[src/rtl/aclk_multi_controller.sv]
// ---------------------------------------------------------------------------
// aclk_multi_controller
// Keypad/button controller for the 24-hour alarm clock with several alarm slots.
// A Moore FSM sequences digit entry into the key buffer and commits the entry as
// the current time or as the selected alarm. It abandons an entry after a quiet
// period and rejects a commit when too few digits have been entered.
//
// Ports
//   clock          in   system clock, rising edge
//   reset          in   synchronous, active-high
//   one_second     in   one-cycle pulse per second
//   time_button    in   commit entry as current time
//   alarm_button   in   show alarm (idle) / commit entry as alarm (entry)
//   slot_button    in   advance selected alarm slot (idle only)
//   key[3:0]       in   0-9 digit; anything else means no key
//   reset_count    out  clear seconds counter
//   load_new_a     out  write entry into alarm slot alarm_slot
//   show_a         out  display alarm slot alarm_slot
//   show_new_time  out  display key buffer
//   load_new_c     out  load entry into current-time counter
//   shift          out  shift key into buffer
//   alarm_slot     out  selected alarm slot
//   digit_count    out  digits entered in current entry
//   entry_error    out  one-cycle pulse on a rejected incomplete commit
// ---------------------------------------------------------------------------
module aclk_multi_controller #(
  parameter  int unsigned NUM_ALARMS  = 4,
  parameter  int unsigned DIGITS      = 4,
  parameter  int unsigned KEY_TIMEOUT = 10,
  parameter  int unsigned NOKEY       = 10,
  localparam int unsigned SW          = $clog2(NUM_ALARMS),
  localparam int unsigned CW          = $clog2(DIGITS + 1),
  localparam int unsigned TW          = $clog2(KEY_TIMEOUT + 1)
) (
  input  logic          clock,
  input  logic          reset,
  input  logic          one_second,
  input  logic          time_button,
  input  logic          alarm_button,
  input  logic          slot_button,
  input  logic [3:0]    key,
  output logic          reset_count,
  output logic          load_new_a,
  output logic          show_a,
  output logic          show_new_time,
  output logic          load_new_c,
  output logic          shift,
  output logic [SW-1:0] alarm_slot,
  output logic [CW-1:0] digit_count,
  output logic          entry_error
);

  typedef enum logic [2:0] {
    SHOW_TIME,
    KEY_STORED,
    KEY_WAITED,
    KEY_ENTRY,
    SHOW_ALARM,
    SET_ALARM_TIME,
    SET_CURRENT_TIME,
    ERROR
  } state_t;

  state_t        r_state;
  state_t        w_next_state;
  logic [SW-1:0] r_alarm_slot;
  logic [CW-1:0] r_digit_count;
  logic [TW-1:0] r_timer;

  logic w_key_valid;
  logic w_full;
  logic w_timeout;
  logic w_slot_inc;
  logic w_count_clr;
  logic w_timer_inc;

  // Codes 10-15 are treated exactly like NOKEY.
  assign w_key_valid = (key <= 4'd9) && (key != 4'(NOKEY));
  assign w_full      = (r_digit_count == CW'(DIGITS));
  assign w_timeout   = one_second && (r_timer == TW'(KEY_TIMEOUT - 1));

  // State and datapath registers.
  always_ff @(posedge clock) begin
    if (reset) begin
      r_state       <= SHOW_TIME;
      r_alarm_slot  <= '0;
      r_digit_count <= '0;
      r_timer       <= '0;
    end else begin
      r_state <= w_next_state;

      if (w_count_clr)
        r_digit_count <= '0;
      else if (r_state == KEY_STORED)
        r_digit_count <= r_digit_count + CW'(1);

      // Each stored key restarts the quiet-period timer; the timer saturates.
      if (r_state == KEY_STORED)
        r_timer <= '0;
      else if (w_timer_inc && (r_timer != TW'(KEY_TIMEOUT)))
        r_timer <= r_timer + TW'(1);

      if (w_slot_inc) begin
        if (r_alarm_slot == SW'(NUM_ALARMS - 1))
          r_alarm_slot <= '0;
        else
          r_alarm_slot <= r_alarm_slot + SW'(1);
      end
    end
  end

  // Next-state and datapath strobes.
  always_comb begin
    w_next_state = r_state;
    w_slot_inc   = 1'b0;
    w_count_clr  = 1'b0;
    w_timer_inc  = 1'b0;
    unique case (r_state)
      SHOW_TIME: begin
        if (alarm_button) begin
          w_next_state = SHOW_ALARM;
        end else if (w_key_valid) begin
          w_next_state = KEY_STORED;
          w_count_clr  = 1'b1;
        end else if (slot_button) begin
          w_slot_inc = 1'b1;
        end
      end
      SHOW_ALARM: begin
        if (!alarm_button) w_next_state = SHOW_TIME;
      end
      KEY_STORED: begin
        w_next_state = KEY_WAITED;
      end
      KEY_WAITED: begin
        if (w_timeout) begin
          w_next_state = SHOW_TIME;
        end else begin
          w_timer_inc = one_second;
          if (!w_key_valid) w_next_state = KEY_ENTRY;
        end
      end
      KEY_ENTRY: begin
        // A commit or any valid key (even an ignored one) masks the second pulse.
        if (alarm_button) begin
          w_next_state = w_full ? SET_ALARM_TIME : ERROR;
        end else if (time_button) begin
          w_next_state = w_full ? SET_CURRENT_TIME : ERROR;
        end else if (w_key_valid) begin
          if (!w_full) w_next_state = KEY_STORED;
        end else if (w_timeout) begin
          w_next_state = SHOW_TIME;
        end else begin
          w_timer_inc = one_second;
        end
      end
      SET_ALARM_TIME:   w_next_state = SHOW_TIME;
      SET_CURRENT_TIME: w_next_state = SHOW_TIME;
      ERROR:            w_next_state = SHOW_TIME;
      default:          w_next_state = SHOW_TIME;
    endcase
  end

  // Moore output decode of the registered state.
  always_comb begin
    reset_count   = 1'b0;
    load_new_a    = 1'b0;
    show_a        = 1'b0;
    show_new_time = 1'b0;
    load_new_c    = 1'b0;
    shift         = 1'b0;
    entry_error   = 1'b0;
    unique case (r_state)
      SHOW_ALARM: show_a = 1'b1;
      KEY_STORED: begin
        shift         = 1'b1;
        show_new_time = 1'b1;
      end
      KEY_WAITED:     show_new_time = 1'b1;
      KEY_ENTRY:      show_new_time = 1'b1;
      SET_ALARM_TIME: load_new_a = 1'b1;
      SET_CURRENT_TIME: begin
        load_new_c  = 1'b1;
        reset_count = 1'b1;
      end
      ERROR:   entry_error = 1'b1;
      default: ;
    endcase
  end

  assign alarm_slot  = r_alarm_slot;
  assign digit_count = r_digit_count;

endmodule
[config.mk]
export PLATFORM = sky130hd
export DESIGN_NAME = aclk_multi_controller
export DESIGN_NICKNAME = d
export VERILOG_FILES = /design/src/rtl/aclk_multi_controller.sv
export SDC_FILE = /design/constraint.sdc
export NUM_CORES = 1
export LEC_CHECK = 0
export CAP_MARGIN = 20
export CORE_MARGIN = 3
export CORE_UTILIZATION = 49
export CTS_BUF_LIST = sky130_fd_sc_hd__clkbuf_8
export DETAILED_ROUTE_END_ITERATION = 10
export PLACE_DENSITY_LB_ADDON = 0.05
export REMOVE_ABC_BUFFERS = 1
export SETUP_SLACK_MARGIN = 0.1
export SLEW_MARGIN = 30
export SYNTH_ARGS = -nofsm -noshare
export SYNTH_HDL_FRONTEND = slang
export SYNTH_SLANG_ARGS = --single-unit
[constraint.sdc]
create_clock -name clock -period 2.01 [get_ports clock]
set_clock_uncertainty 0.2 [all_clocks]
set_input_delay 0.3015 -clock clock [delete_from_list [all_inputs] [get_ports clock]]
set_output_delay 0.3015 -clock clock [all_outputs]
set_load 0.02 [all_outputs]
==> results.cfg, run 1 <==
[grt]
grt_util_met3 = 0.0508
grtUsageMet1 = 0.247
use_met2 = 0.354
antenna_found_initial = 0
grt_pass1_wl_um = 3090
grt_pass1_vias = 747
grt.total_usage = 0.206
grt_max_degree = 12
busiest_layer = met2
grt_overflow = 0

[setup_path]
worst_ep_arrival_time_ps = 1290
crit_type = reg -> out
startpoint_type = register
cp-end-kind = output port
critPathRequiredTime_ps = 1510
critPathTopFamily = buffers and inverters
crit_slowest_cell = clkdlybuf4s50_1
crit_path_max_incr_delay_ps = 640
crit_chain = clkdlybuf4s50_1
path_buf_inv = 1
worstPathMaxFanout = 5

[place]
gp_congestion = 0.780
portBuffers = 20
place_inst = 132
dp_hpwl_um = 1420
pre_cts_ws_ps = 30.6

[die]
die_w_um = 46.2
die_area_sq_mm = 0.00213
rows = 13
start_util = 0.565
die-height_um = 46.2
boundaryPins = 22
core_area_sq_mm = 0.00140

[hold_path]
hold_path_class = reg -> reg

[clock_tree]
clk_path_buf_depth = 2
root_buffer = clkbuf_8
ctsHoldBuffers = 0
cts-buffers-inserted = 3
cts_sinks = 12
tritoncts = done
clk_latency_ps = 240
h-tree-depth = 1
clk_pin_slew_ps = 60

[route]
post-route-drc-count = 0
vias = 785
wl_per_cell_um = 14.1
routed_via_density = 5.77
drtPass1Iterations = 4
ant_nets = 0
drt-total-wl_um = 1920
drt_iter0_markers = 14

[timing]
setup_tns_ps = 0
relSlewSlack = 0.757
setup_viol = 0
fin_ws_ps = 219
rsz0062_at_grt = false
worst_slew_pin_slew_ps = 355
finalCritPeriodShare = 0.891
fmax_mhz = 558
final_max_slew_viol_count = 0
timing.final.crit_period_ps = 1790
hold_violations = 0

[synthesis]
netlist_instances = 96
netlist_area_sq_um = 791
async_flop_share = 0
synth_ff_type = dfxtp_1
synth_edf_count = 0
yosysWarnings = 0
synth-seq-cells = 12
ys_types = 38
synth.avg_cell_area_sq_um = 8.24
yosysSeqAreaShare = 0.304

[final_layout]
area_growth_pct = 35.6
final_nets = 138
final_cell_mix = 13 x clkdlybuf4s50_1, 11 x nor2_1, 9 x dfxtp_1
layout.cells.most_common = clkdlybuf4s50_1
layout-drive-gt1-share = 0.149
layout.cells.non_filler = 136
final_util = 0.767
antenna_cells = 0

[pwr]
irDropWorstVdd_mv = 0.496
leakage_nw = 0.465
cellPowerDensity_mw_per_mm2 = 641

[job]
cap_violations = 0

[outcome]
status = finished, final reports clean
-- power breakdown --
part	total [W]	internal [W]	leakage, nW	switching (W)
clock network	0.000267	0.000173	0.0288	0.0000936
registers	0.000270	0.000251	0.0985	0.0000189
logic	0.000151	0.0000736	0.338	0.0000773
-- registers in the layout, indices dropped and copies added (netlist names) --
register,flops
r_timer,4
digit_count,3
r_state,3
alarm_slot,2
-- routing by layer --
metal / part of all wire / vias to the layer above
met3: 0.067 / 2
met1: 0.43 / 362
met2: 0.50 / 28
li1: - / 393
met4: 0.0063 / 0
met5: 0 / -
-- timing repair --
item | in CTS | in global routing
endpoints found under the setup margin | 7 | 0
setup buffers | 0 | 0
resized for setup | 11 | 0
-- cell type report --
class                   count  area [sq um]
flip-flops and latches     12           244
well taps                  15          18.8
fillers                   109           327
inverters                   4          15.0
clock buffers               4          55.1
multi-input cells          74           495
repair buffers             27           244
-- worst min-delay path: stages, from the launching register on --
cell	delay, ps
dfxtp_1	340
nand2_1	70
mux2i_1	60
-- metrics by stage --
stage	total power (W)	cell area (sq um)	hold slack, ps
final	0.000687	1070	319
after global routing	0.000718	1070	340
after CTS	0.000694	1070	316
after detailed placement	0.000425	1020	308
after global placement	0.000421	1020	288
after floorplan	0.000346	748	171
-- path summary, 6_finish.rpt --
kind | startpoint | slack, ps | cells after the start | to
max | digit_count[2] | 220 | 1 | digit_count[2]
min reg2reg | r_timer[2] | 320 | 2 | r_timer[2]
min | r_timer[2] | 320 | 2 | r_timer[2]
max reg2reg | r_timer[1] | 310 | 6 | r_state[1]
-- kinds of logic (layout without fill, tap and decap cells) --
logic type               Yosys count  after routing  share of synthesized area
AND/OR/NAND/NOR                   41             41                      0.282
AO/OA/AOI/OAI                     22             22                      0.187
flip-flops                        12             12                      0.304
buffers and inverters             10             35                     0.0728
adder cells (fa/ha/maj)            6              6                     0.0949
multiplexers                       3              3                     0.0380
XOR/XNOR                           2              2                     0.0222
-- cells in the mapped netlist, types with 2 or more instances --
library cell	number	area, sq um
dfxtp_1	12	240
nor2_1	12	45.0
ha_1	6	75.1
nand2_1	5	18.8
o21ai_0	5	25.0
inv_1	4	15.0
nand3_1	4	20.0
a21oi_1	3	15.0
and2_1	3	18.8
and3_1	3	18.8
buf_4	3	22.5
mux2i_1	3	30.0
or3_1	3	18.8
a31oi_1	2	12.5
nor2b_1	2	12.5
nor4_1	2	12.5
o21a_1	2	15.0
o31ai_1	2	15.0
Note: power is estimated with default switching activity, not from simulation.
==> inputs of run 2 (changes only) <==
--- a/config.mk
+++ b/config.mk
@@ -5,7 +5,9 @@
 export SDC_FILE = /design/constraint.sdc
 export NUM_CORES = 1
 export LEC_CHECK = 0
+export ABC_AREA = 1
 export CAP_MARGIN = 20
+export CORE_ASPECT_RATIO = 0.8
 export CORE_MARGIN = 3
 export CORE_UTILIZATION = 49
 export CTS_BUF_LIST = sky130_fd_sc_hd__clkbuf_8
==> run 2 against run 1 <==
  * Final cell count rose by 21%
  * Hold slack got worse by 15 ps
  * Core utilization fell by 2.9 points
  * Final area rose by 0.23%
  * Synthesized area rose by 1.6%
  * Count of clock-buffer cells in the layout fell by 1
  * Total power rose by 47%
  * Critical path depth rose by 3
  * Synthesized cell count rose by 25%
  * Largest cell class unchanged
==> results.cfg, run 2 <==
[setup_path]
cp-end-kind = output port
critPathTopFamily = buffers and inverters
startpoint = r_state[2]
crit_chain = inv_2, nand3_1, inv_1, clkdlybuf4s15_1
cp.depth = 4
worstPathMaxFanout = 9
endpoint = shift
critPathRequiredTime_ps = 1510
crit_path_max_incr_delay_ps = 350
regToRegEndpoint = r_timer[2]
r2r_setup_slack_ps = 310
crit_type = reg -> out
worst_ep_arrival_time_ps = 1330
path_buf_inv = 3
reg2reg_from = r_timer[0]
startpoint_type = register
crit_slowest_cell = dfxtp_1
reg2regPathDepth = 8

[clock_tree]
clk_path_buf_depth = 2
cts-buffers-inserted = 3
tritoncts = done
post_cts_buffers = 0
clk_latency_ps = 240
root_buffer = clkbuf_8
clk_pin_slew_ps = 50
h-tree-depth = 1
cts_sinks = 12

[synthesis]
synth_top_cell_by_area = dfxtp_1
synth_ff_type = dfxtp_1
synth.avg_cell_area_sq_um = 6.69
netlist_area_sq_um = 803
synth_common_cells = 22 x nand2_1, 18 x inv_1, 17 x nor2_1
synth.most_common_cell = nand2_1
synth-seq-cells = 12
yosysSeqAreaShare = 0.299
async_flop_share = 0
yosysWarnings = 0
netlist_instances = 120
synth_top_area_share = 0.299
ys_types = 23
synth_edf_count = 0
synth_area_leaders = dfxtp_1 30%, nand2_1 10%, ha_1 9.3%, inv_1 8.4%, nand3_1 8.1%

[die]
die-height_um = 42.2
die_area_sq_mm = 0.00216
die_w_um = 51.3
core_area_sq_mm = 0.00146
boundaryPins = 22
start_util = 0.552
rows = 12

[timing]
setup_viol = 0
hold_violations = 0
finalCritPeriodShare = 0.910
timing.final.crit_period_ps = 1830
fmax_mhz = 547
relSlewSlack = 0.777
worst_slew_pin_slew_ps = 331
setup_tns_ps = 0
final_max_slew_viol_count = 0
fin_ws_ps = 181
rsz0062_at_grt = true

[final_layout]
antenna_cells = 0
largest_reg_flops = 4
regMostFlops = r_timer
final_nets = 162
layout.cells.most_common = nand2_1
layout-drive-gt1-share = 0.0833
area_growth_pct = 33.8
fillCellCount = 126
final_cell_mix = 22 x nand2_1, 18 x inv_1, 16 x nor2_1
layout.cells.non_filler = 165
final_area_sq_mm = 0.00107

[grt]
grt_pass1_wl_um = 3190
grt_pass1_vias = 765
grt_overflow = 0
antenna_found_initial = 0
grt.total_usage = 0.189
grt_max_degree = 10

[route]
routed_via_density = 5.08
drt-total-wl_um = 1770
drt_iter0_markers = 10
wl_per_cell_um = 10.8
post-route-drc-count = 0
ant_nets = 0
vias = 839
drtPass1Iterations = 4

[hold_path]
hold_path_class = reg -> reg

[pwr]
leakage_nw = 0.492
power_frac_seq = 0.323
irDropWorstVdd_mv = 0.685
p_comb_frac = 0.466
cellPowerDensity_mw_per_mm2 = 939
power.switching_w = 0.000418
swShare = 0.414
clock_power_share = 0.211
intPower_w = 0.000592

[place]
portBuffers = 20
placed_area_sq_mm = 0.00104
pre_cts_ws_ps = 48.3
gp_congestion = 0.926
dp_hpwl_um = 1450
place_inst = 162

[outcome]
status = finished, final reports clean

[job]
cap_violations = 0
-- run 2: changes by cell type after synthesis, sizes merged, moves of 4 or more --
| cell | before | now |
|---|---|---|
| nor3 | 0 | 4 |
| and3 | 4 | 0 |
| nor2 | 12 | 18 |
| inv | 4 | 19 |
| nand3 | 4 | 14 |
| nand2 | 5 | 23 |
| a21oi | 3 | 8 |
| buf | 6 | 1 |
-- run 2: timing repair --
item	CTS	global route
endpoints found under the setup margin	7	5
cloned	0	0
hold buffers	0	0
hold endpoints to repair	0	0
gates resized for setup	7	7
-- run 2: worst min path at each step --
stage / cells after the start / slack, ps / start / to
2_1_floorplan: 3 / 270 / reset / r_state[1]
3_3_place_gp: 2 / 280 / r_timer[3] / r_timer[3]
3_5_place_dp: 2 / 290 / r_timer[3] / r_timer[3]
4_1_cts: 2 / 300 / r_timer[3] / r_timer[3]
5_1_grt: 2 / 340 / r_timer[0] / r_timer[0]
6_report: 2 / 300 / r_timer[3] / r_timer[3]
-- run 2: through the flow --
step	hold slack (ps)	power, W	util
final	304	0.00101	0.738
after global routing	341	0.00110	0.738
after CTS	301	0.00102	0.735
after detailed placement	294	0.000825	0.712
after global placement	284	0.000817	0.712
after floorplan	268	0.000644	-
-- run 2: cell families (layout without fill, tap and decap cells) --
family / count (synthesis) / count (layout) / synth area share
xor gates and xnor gates: 2 / 2 / 0.0218
adders and majority gates: 6 / 6 / 0.0935
buffers and inverters: 20 / 44 / 0.0981
DFF: 12 / 12 / 0.299
and+or+nand+nor: 63 / 63 / 0.363
AOI/OAI and AO/OA: 17 / 17 / 0.125
-- run 2: per-layer routing --
metal / share of wire / vias up / GRT usage
met5: 0 / - / 0
met4: 0.0045 / 0 / 0.0524
met3: 0.065 / 2 / 0.0676
met2: 0.45 / 26 / 0.298
met1: 0.48 / 369 / 0.242
li1: - / 442 / -
-- run 2: power by group through the flow --
stage	clock [W]	sequential, W	combinational (W)
final	0.000213	0.000326	0.000471
after global routing	0.000234	0.000333	0.000533
after CTS	0.000221	0.000325	0.000472
after detailed placement	0	0.000330	0.000496
after global placement	0	0.000328	0.000489
after floorplan	0	0.000336	0.000308
-- run 2: worst reg2reg max path, cell delays in order, from the launching register on --
cell and delay [ps]:
dfxtp_1 390, inv_1 80, ha_1 210, nand3_1 80, nand3b_1 100, a21oi_2 220, nand2_1 150, nand2_1 100
a21oi_1 60
-- run 2: area by class of cell --
type	count	area (sq um)	share of cell area
timing repair buffer	22	209	0.194
multi-input combinational	88	487	0.453
clock buffer	3	41.3	0.0384
sequential	12	240	0.224
inverter	19	71.3	0.0664
tap	21	26.3	0.0244
